### src/rtl/rob_marker_tracker.sv
// Phase-marker tracker: decodes slti x0,x0,k markers on ROB enq/commit slot 0,
// queues timestamped records and tracks committed phase. Option: MARKER_TAINT_PEAK_EN.
//
//  state | meaning
//  IDLE  | no phase open
//  VCTM  | victim phase      (k=0 start, k=1 end)
//  DELAY | delay phase       (k=2/3)
//  TEXE  | transient exec    (k=4/5)
//  LEAK  | leak phase        (k=6/7)
//  INIT  | init phase        (k=8/9)
//  BIM   | bimodal phase     (k=10/11)
//  TRAIN | training phase    (k=12/13)
module rob_marker_tracker #(
   parameter int DEPTH   = 8,
   parameter int TAINT_W = 32
) (
   input  logic               clock,
   input  logic               reset_n,
   input  logic               enq_valid,
   input  logic [31:0]        enq_inst,
   input  logic               commit_valid,
   input  logic [31:0]        commit_inst,
   input  logic [TAINT_W-1:0] taint_base,
   input  logic [TAINT_W-1:0] taint_vnt,
   output logic               evt_valid,
   input  logic               evt_ready,
   output logic               evt_commit,
   output logic [3:0]         evt_idx,
   output logic [63:0]        evt_time,
   output logic [TAINT_W-1:0] evt_taint_b,
   output logic [TAINT_W-1:0] evt_taint_v,
   output logic [2:0]         phase,
   output logic               phase_err,
   output logic [15:0]        drop_cnt,
   output logic [TAINT_W-1:0] peak_taint
);
   localparam int AW = $clog2(DEPTH);
   localparam int RW = 1 + 4 + 64 + 2 * TAINT_W;

   typedef enum logic [2:0] {IDLE, VCTM, DELAY, TEXE, LEAK, INIT, BIM, TRAIN} phase_t;

   logic [63:0]   cyc;
   logic [RW-1:0] mem [DEPTH];
   logic [RW-1:0] head;
   logic [AW-1:0] rptr, wptr, com_slot;
   logic [AW:0]   count;
   logic [AW+1:0] free;
   logic          enq_hit, com_hit, push_enq, push_com, pop;
   logic [1:0]    n_drop;
   logic [16:0]   drop_sum;
   phase_t        phase_q, phase_d, tgt;
   logic          err_d;

   assign enq_hit = enq_valid && (enq_inst[19:0] == 20'h02013) && (enq_inst[31:20] <= 12'd13);
   assign com_hit = commit_valid && (commit_inst[19:0] == 20'h02013) && (commit_inst[31:20] <= 12'd13);

   assign evt_valid = (count != '0);
   assign pop       = evt_valid && evt_ready;
   assign free      = (AW+2)'(DEPTH) - {1'b0, count} + {{(AW+1){1'b0}}, pop};

   // The enqueue record always wins the last free slot.
   assign push_enq = enq_hit && (free != '0);
   assign push_com = com_hit && (enq_hit ? (free >= (AW+2)'(2)) : (free != '0));
   assign n_drop   = {1'b0, enq_hit && !push_enq} + {1'b0, com_hit && !push_com};
   assign com_slot = push_enq ? wptr + AW'(1) : wptr;
   assign drop_sum = {1'b0, drop_cnt} + {15'd0, n_drop};

   always_ff @(posedge clock) begin
      if (push_enq) mem[wptr]     <= {1'b0, enq_inst[23:20], cyc, taint_base, taint_vnt};
      if (push_com) mem[com_slot] <= {1'b1, commit_inst[23:20], cyc, taint_base, taint_vnt};
   end

   always_ff @(posedge clock or negedge reset_n) begin
      if (!reset_n) begin
         cyc       <= '0;
         rptr      <= '0;
         wptr      <= '0;
         count     <= '0;
         drop_cnt  <= '0;
         phase_q   <= IDLE;
         phase_err <= 1'b0;
      end else begin
         cyc       <= cyc + 64'd1;
         rptr      <= rptr + AW'(pop);
         wptr      <= wptr + AW'(push_enq) + AW'(push_com);
         count     <= count + (AW+1)'(push_enq) + (AW+1)'(push_com) - (AW+1)'(pop);
         drop_cnt  <= drop_sum[16] ? 16'hFFFF : drop_sum[15:0];
         phase_q   <= phase_d;
         phase_err <= err_d;
      end
   end

   always_comb begin
      phase_d = phase_q;
      err_d   = phase_err;
      tgt     = phase_t'(commit_inst[23:21] + 3'd1);
      if (com_hit) begin
         if (!commit_inst[20]) begin
            phase_d = tgt;
            if (phase_q != IDLE) err_d = 1'b1;
         end else if (phase_q == tgt) begin
            phase_d = IDLE;
         end else begin
            err_d = 1'b1;
         end
      end
   end

   // Head fields are masked so an empty FIFO presents all-zero outputs.
   assign head        = evt_valid ? mem[rptr] : '0;
   assign evt_commit  = head[RW-1];
   assign evt_idx     = head[RW-2 -: 4];
   assign evt_time    = head[2*TAINT_W +: 64];
   assign evt_taint_b = head[TAINT_W +: TAINT_W];
   assign evt_taint_v = head[0 +: TAINT_W];
   assign phase       = phase_q;

`ifdef MARKER_TAINT_PEAK_EN
   logic [TAINT_W-1:0] diff;
   assign diff = (taint_base >= taint_vnt) ? taint_base - taint_vnt : taint_vnt - taint_base;

   always_ff @(posedge clock or negedge reset_n) begin
      if (!reset_n) begin
         peak_taint <= '0;
      end else if (phase_q == IDLE) begin
         if (phase_d != IDLE) peak_taint <= '0;
      end else if (diff > peak_taint) begin
         peak_taint <= diff;
      end
   end
`else
   assign peak_taint = '0;
`endif
endmodule

### config.mk
export PLATFORM = sky130hd
export DESIGN_NAME = rob_marker_tracker
export DESIGN_NICKNAME = d
export VERILOG_FILES = /design/src/rtl/rob_marker_tracker.sv
export SDC_FILE = /design/constraint.sdc
export NUM_CORES = 2
export LEC_CHECK = 0
export CORE_MARGIN = 1
export CORE_UTILIZATION = 60
export CTS_CLUSTER_DIAMETER = 60
export DETAILED_ROUTE_END_ITERATION = 8
export GPL_ROUTABILITY_DRIVEN = 0
export GPL_TIMING_DRIVEN = 0
export MAX_ROUTING_LAYER = met4
export PLACE_DENSITY = 0.81
export SYNTH_ARGS = -nofsm -noshare
export SYNTH_HDL_FRONTEND = slang
export SYNTH_SLANG_ARGS = --single-unit
### constraint.sdc
create_clock -name clock -period 12.88 [get_ports clock]
set_clock_uncertainty 0.15 [all_clocks]
set_input_delay 1.932 -clock clock [delete_from_list [all_inputs] [get_ports clock]]
set_output_delay 1.932 -clock clock [all_outputs]
set_load 0.03 [all_outputs]
**Yosys cells after proc, flatten, opt, wreduce, memory -nomap -nowiden**

Memory sizes are Yosys's and may differ from the RTL's.
Cells that the tools add are included.

- Latch bits: 0
- Input bits: 133
- Logic and storage cells: 59
- Register bits: 94
- RAM bits: 1064
- Memory bits (read-only): 0
- Memories kept: 1
- Output and inout bits: 186

- $mul: 0
- Equality and inequality tests: 5
- Multiplexer cells: 13
- Div/mod/pow operators: 0
- Add/sub/neg operators: 13
- Shifts and indexed selects: 0
- Reductions and logical operators: 17
- Order comparisons: 3
- Bitwise operators: 0

Memory list:

| memory | depth | bits a word | rd ports | clocked after Yosys merged registers in | wr ports | RTL line | RTL |
|---|---|---|---|---|---|---|---|
| mem | 8 | 133 | 1 | 0 | 2 | 43 | `logic [RW-1:0] mem [DEPTH];` |

Operators by type and width:

| operator | count |
|---|---|
| $mux W133 | 1 |
| $add A64 B1 Y64 const B | 1 |
| $eq A20 B14 Y1 const B | 2 |
| $le A12 B4 Y1 const B | 2 |
| $add A16 B2 Y17 | 1 |
| $mux W16 | 1 |
| $add A3 B1 Y3 | 3 |
| $logic_and A1 B1 Y1 | 9 |
| $mux W3 | 3 |
| $add A4 B1 Y4 | 2 |
| $mux W1 | 8 |
| $add A3 B1 Y3 const B | 2 |
| $add A5 B1 Y5 | 1 |
| $ge A5 B2 Y1 const B | 1 |
| $reduce_bool A5 Y1 | 1 |
| $sub A4 B4 Y5 const A | 1 |
| $reduce_bool A4 Y1 | 1 |
| $sub A4 B1 Y4 | 1 |
| $eq A3 B3 Y1 | 1 |
| $reduce_and A3 Y1 | 1 |
| $reduce_bool A3 Y1 | 1 |
| $add A1 B1 Y2 | 1 |
| $logic_not A1 Y1 | 2 |
| $ne A2 B1 Y1 const B | 1 |
| 3 further kinds | 3 |

**Depth between registers and ports, before layout**

- Depth in word-level cells: 11
- Gate-level depth with buffers: 23
- Mapped depth without buffers: 20

**Worst setup path before layout**

OpenSTA, ideal clock, no wires.

- Kind: in2reg
- From: input evt_ready
- To: memory mem[1][0] (netlist bit), enable pin
- Setup time: 1466 ps
- Path slack: 4117 ps
- Buffers on the path: 2
- Data arrival time: 7147 ps
- Stages on the path: 12
- Required time: 11264 ps
- Path through: nand2_1 -> ha_1 -> inv_1 -> ha_1 -> nand2b_1 -> or3b_2 -> o21ai_1 -> buf_4 -> nor2_2 -> o2111ai_1 -> clkbuf_1 -> nand3_1

RTL lines:

| element | RTL line | RTL |
|---|---|---|
| start, declared | 26 | `input logic evt_ready,` |
| end, declared | 43 |  |

==> key figures <==
Worst setup path
  • Biggest fanout along the worst timing path: 48
  • WS Path Type: flip-flop to flip-flop
  • Longest individual stage delay on the worst path: 760 ps
  • Worst path required time: 13120 ps
  • CP Cell Sequence: inv_1, ha_1, and2_1, clkbuf_1, clkbuf_2, inv_1, nand2_1, ha_1, inv_1, ha_1, nand2b_1, or3b_2, o21ai_1, buf_4, nor3_1, o211ai_1, clkbuf_2, buf_2, nand2_4, buf_16
  • Slowest cell on the critical path: clkbuf_1
  • Worst reg-to-reg path cell count: 20
  • Flop2flop setup slack: 5460 ps
  • R2R Path Start: count[2]
  • Critical register-to-register path endpoint: mem[2][87]
  • Arrival time of data at the critical path endpoint: 7660 ps
  • CP startpoint kind: flip-flop
  • Crit path launch: count[2]
  • Worst Setup End Kind: flip-flop

Power
  • Part of the total power dissipated in combinational logic: 0.357
  • Net switching power of the design: 0.00383 W
  • Share of total power in the clock network: 0.291
  • Leak Pwr: 19.0 nW
  • Total power divided by cell area: 186 nW/um^2
  • Switch share: 0.332
  • P_int: 0.00769 W
  • Register share of total power: 0.353
  • Post-layout total power: 0.0115 W
  • Peak VDD IR: 0.233 mV

Run
  • Total of max-cap violations: 0

Timing
  • Max-Slew Margin vs Limit: 0.0348
  • Setup violations, final: 0
  • Final Max Slew Viols: 0
  • Slew at the pin closest to its max-slew limit: 1450 ps
  • Final Hold Violating Endpoints: 0
  • Maximum clock frequency: 135 MHz
  • RSZ-0062 raised after global routing: false
  • Portion of the clock cycle consumed by the worst path in the final layout: 0.576
  • Final critical delay including setup and external delays: 7420 ps

Place
  • Estimated wirelength of the detail-placed design: 100 mm
  • Cell area after placement: 58300 um^2
  • Count of input and output buffers: 285
  • Number of placed cells counting well taps: 5230

Drt
  • Drt wl/cell: 29.0 um
  • Total number of vias: 38000
  • DRT Pass-1 Iters: 7
  • DRT Wirelength: 158 mm
  • DRT iter0 DRCs: 5758
  • Remaining DRCs: 0
  • Ratio of routed vias to standard cells: 6.97
  • Final antenna-violating net count: 0

Global route
  • Global-route wire length before repair: 233 mm
  • Met2 track utilization from global routing: 0.558
  • Number of antenna violations at the first check in global routing: 6
  • Largest net degree at the start of global routing: 58
  • Residual overflow from global routing: 0
  • Met1 usage: 0.439
  • Layer with the highest usage: met2
  • Via count of the first global-routing pass: 37700
  • Total GRT Usage: 0.362
  • GR met3 Demand/Resource: 0.0877

Synth
  • Cells taking the most area after synthesis: edfxtp_1 (59%), mux4_2 (11%), a21oi_1 (6.1%)
  • Synth warnings: 0
  • Commonest cells in the synthesized netlist: edfxtp_1 (1056), a21oi_1 (648), a31oi_1 (388), mux4_2 (266), clkbuf_1 (165)
  • Avg Inst Size Synth: 14.3 um^2
  • Number of enable-type register cells in the synthesized netlist: 1056
  • Number of storage elements in the synthesis netlist: 1158
  • Unique cell type count in the Yosys netlist: 63
  • Count of mapped cells out of synthesis: 3732
  • Top_reg_cell synth: edfxtp_1
  • Cell area after synthesis: 53400 um^2
  • Synth area leader: edfxtp_1
  • Sequential area share after synthesis: 0.641
  • Share of the synthesized area in the top cell type: 0.594
  • Share of flip-flops with an asynchronous set or reset: 0.0812
  • Dominant cell by count in the synthesized netlist: edfxtp_1

Clock network
  • Number of gates given a new drive strength after cts: 0
  • Max clock buf depth: 3
  • CTS clock-pin slew for the worst setup and hold paths: 60 ps
  • Htree depth: 3
  • Setup repair bufs after CTS: 0
  • Hold bufs inserted after CTS: 0
  • CTS root buffer: clkbuf_16
  • TritonCTS clock tree: done
  • Cts bufs inserted: 112
  • Clock sink count: 1158
  • Clock latency at the later pin of the worst-skew pair: 710 ps

Hold path
  • Worst hold path cell count: 2
  • Path type of the worst min-delay path: flip-flop to flip-flop
  • Worst Hold Path EP: mem[2][132]
  • Hold wc startpoint: mem[2][132]

Outcome
  • Status: finished, final reports clean

Die
  • Number of placement rows: 109
  • Overall die width: 300 um
  • Area enclosed by the die boundary: 90200 um^2
  • I/O pin count: 319
  • Die Y-Extent: 300 um
  • Core Footprint: 88200 um^2
  • Initial core utilization: 0.605

Final layout
  • Share of layout cells above drive strength 1: 0.161
  • Area growth from synthesis to layout: 16.3%
  • FF/Latch Area: 34200 um^2
  • Number of non-filler instances in the completed layout: 5455
  • Post-layout nets: 4331
  • Post-route design area: 62100 um^2
  • Layout fillers: 5550
  • Multi-input combinational cell area: 16700 um^2
==> how the worst max path moves through the flow <==
stage               cells past startpoint  slack (ps)    endpoint
finish                                 20        5460  mem[2][87]
global placement                       18        -690  mem[1][52]
CTS                                    20        5610  mem[2][89]
global route                           20        5180  mem[2][58]
floorplan                              12        4120   mem[1][0]
detailed placement                     10        5410  mem[0][54]
==> per-layer routing <==
metal  wire (um)  share of wire
met1       52300           0.33
met2       76100           0.48
met3       21000           0.13
met4        9120          0.058
met5           0              0
==> placed cells by master, fill, tap and decap left out, types with 7 or more instances in the layout <==
cell | Yosys | layout
a21oi_1 | 648 | 648
a31oi_1 | 388 | 388
and3_1 | 8 | 8
and4_1 | 9 | 9
buf_1 | 44 | 44
buf_16 | 0 | 16
buf_2 | 127 | 127
buf_4 | 50 | 51
buf_6 | 26 | 26
bufinv_16 | 0 | 9
clkbuf_1 | 165 | 185
clkbuf_16 | 0 | 117
clkbuf_8 | 0 | 10
clkdlybuf4s50_1 | 0 | 284
clkinv_1 | 29 | 45
clkinv_2 | 0 | 24
conb_1 | 1 | 32
dfrtp_1 | 94 | 94
dfxtp_1 | 8 | 8
diode_2 | 0 | 16
edfxtp_1 | 1056 | 1056
ha_1 | 15 | 15
inv_1 | 123 | 123
mux2i_1 | 135 | 135
mux4_2 | 266 | 266
nand2_1 | 67 | 62
nand3_1 | 45 | 42
nand4_1 | 23 | 23
nor2_1 | 163 | 163
nor3_1 | 17 | 17
nor4_1 | 17 | 17
nor4b_1 | 9 | 9
o211ai_1 | 10 | 10
o21ai_0 | 17 | 17
o22ai_1 | 25 | 25
o32ai_1 | 7 | 7
xnor2_1 | 67 | 67
xor2_1 | 12 | 12
==> cell type report <==
class,instances,area share
Antenna cell,16,0.000645
Buffer,412,0.0337
Clock buffer,152,0.0509
Clock inverter,57,0.00867
Inverter,152,0.00919
Multi-Input combinational cell,2041,0.269
Sequential cell,1158,0.551
Tap cell,1165,0.0235
Timing Repair Buffer,302,0.0533
==> registers in the layout, indices dropped and copies added, names as in the netlist <==
register   flops
mem         1064
cyc           64
drop_cnt      16
count          4
phase          3
rptr           3
wptr           3
phase_err      1
==> stage by stage <==
step | hold slack, ps | util | setup WS [ps] | setup TNS [ps]
detailed placement | 296 | 0.661 | 5410 | 0
global route | 322 | 0.703 | 5180 | 0
floorplan | 268 | - | 4120 | 0
CTS | 305 | 0.703 | 5610 | 0
global placement | 280 | 0.655 | -691 | -218320
finish | 313 | 0.704 | 5460 | 0
==> kinds of logic after synthesis <==
kind of cell               after synthesis  synth area share
AOI/OAI and AO/OA                     1113             0.116
DFF                                   1158             0.641
muxes                                  404             0.138
adders and majority gates               19           0.00502
other                                    1         0.0000703
and+or+nand+nor                        394            0.0366
xor gates and xnor gates                79            0.0130
buffers and inverters                  564            0.0498
==> power groups by stage <==
stage	sequential (W)	combinational (W)	clock [W]
finish	0.00406	0.00411	0.00335
global route	0.00406	0.00427	0.00345
CTS	0.00406	0.00408	0.00332
detailed placement	0.00414	0.00405	0
global placement	0.00414	0.00400	0
floorplan	0.00414	0.00258	0
==> worst max-delay path: cells and delay by family (launching register included) <==
family	cells	cell delay, ps
flip-flops	1	400
AO/OA/AOI/OAI	2	690
adder cells (fa/ha/maj)	3	640
AND/OR/NAND/NOR	6	1470
buffers and inverters	9	3680
Note: power is estimated with default switching activity, not from simulation.
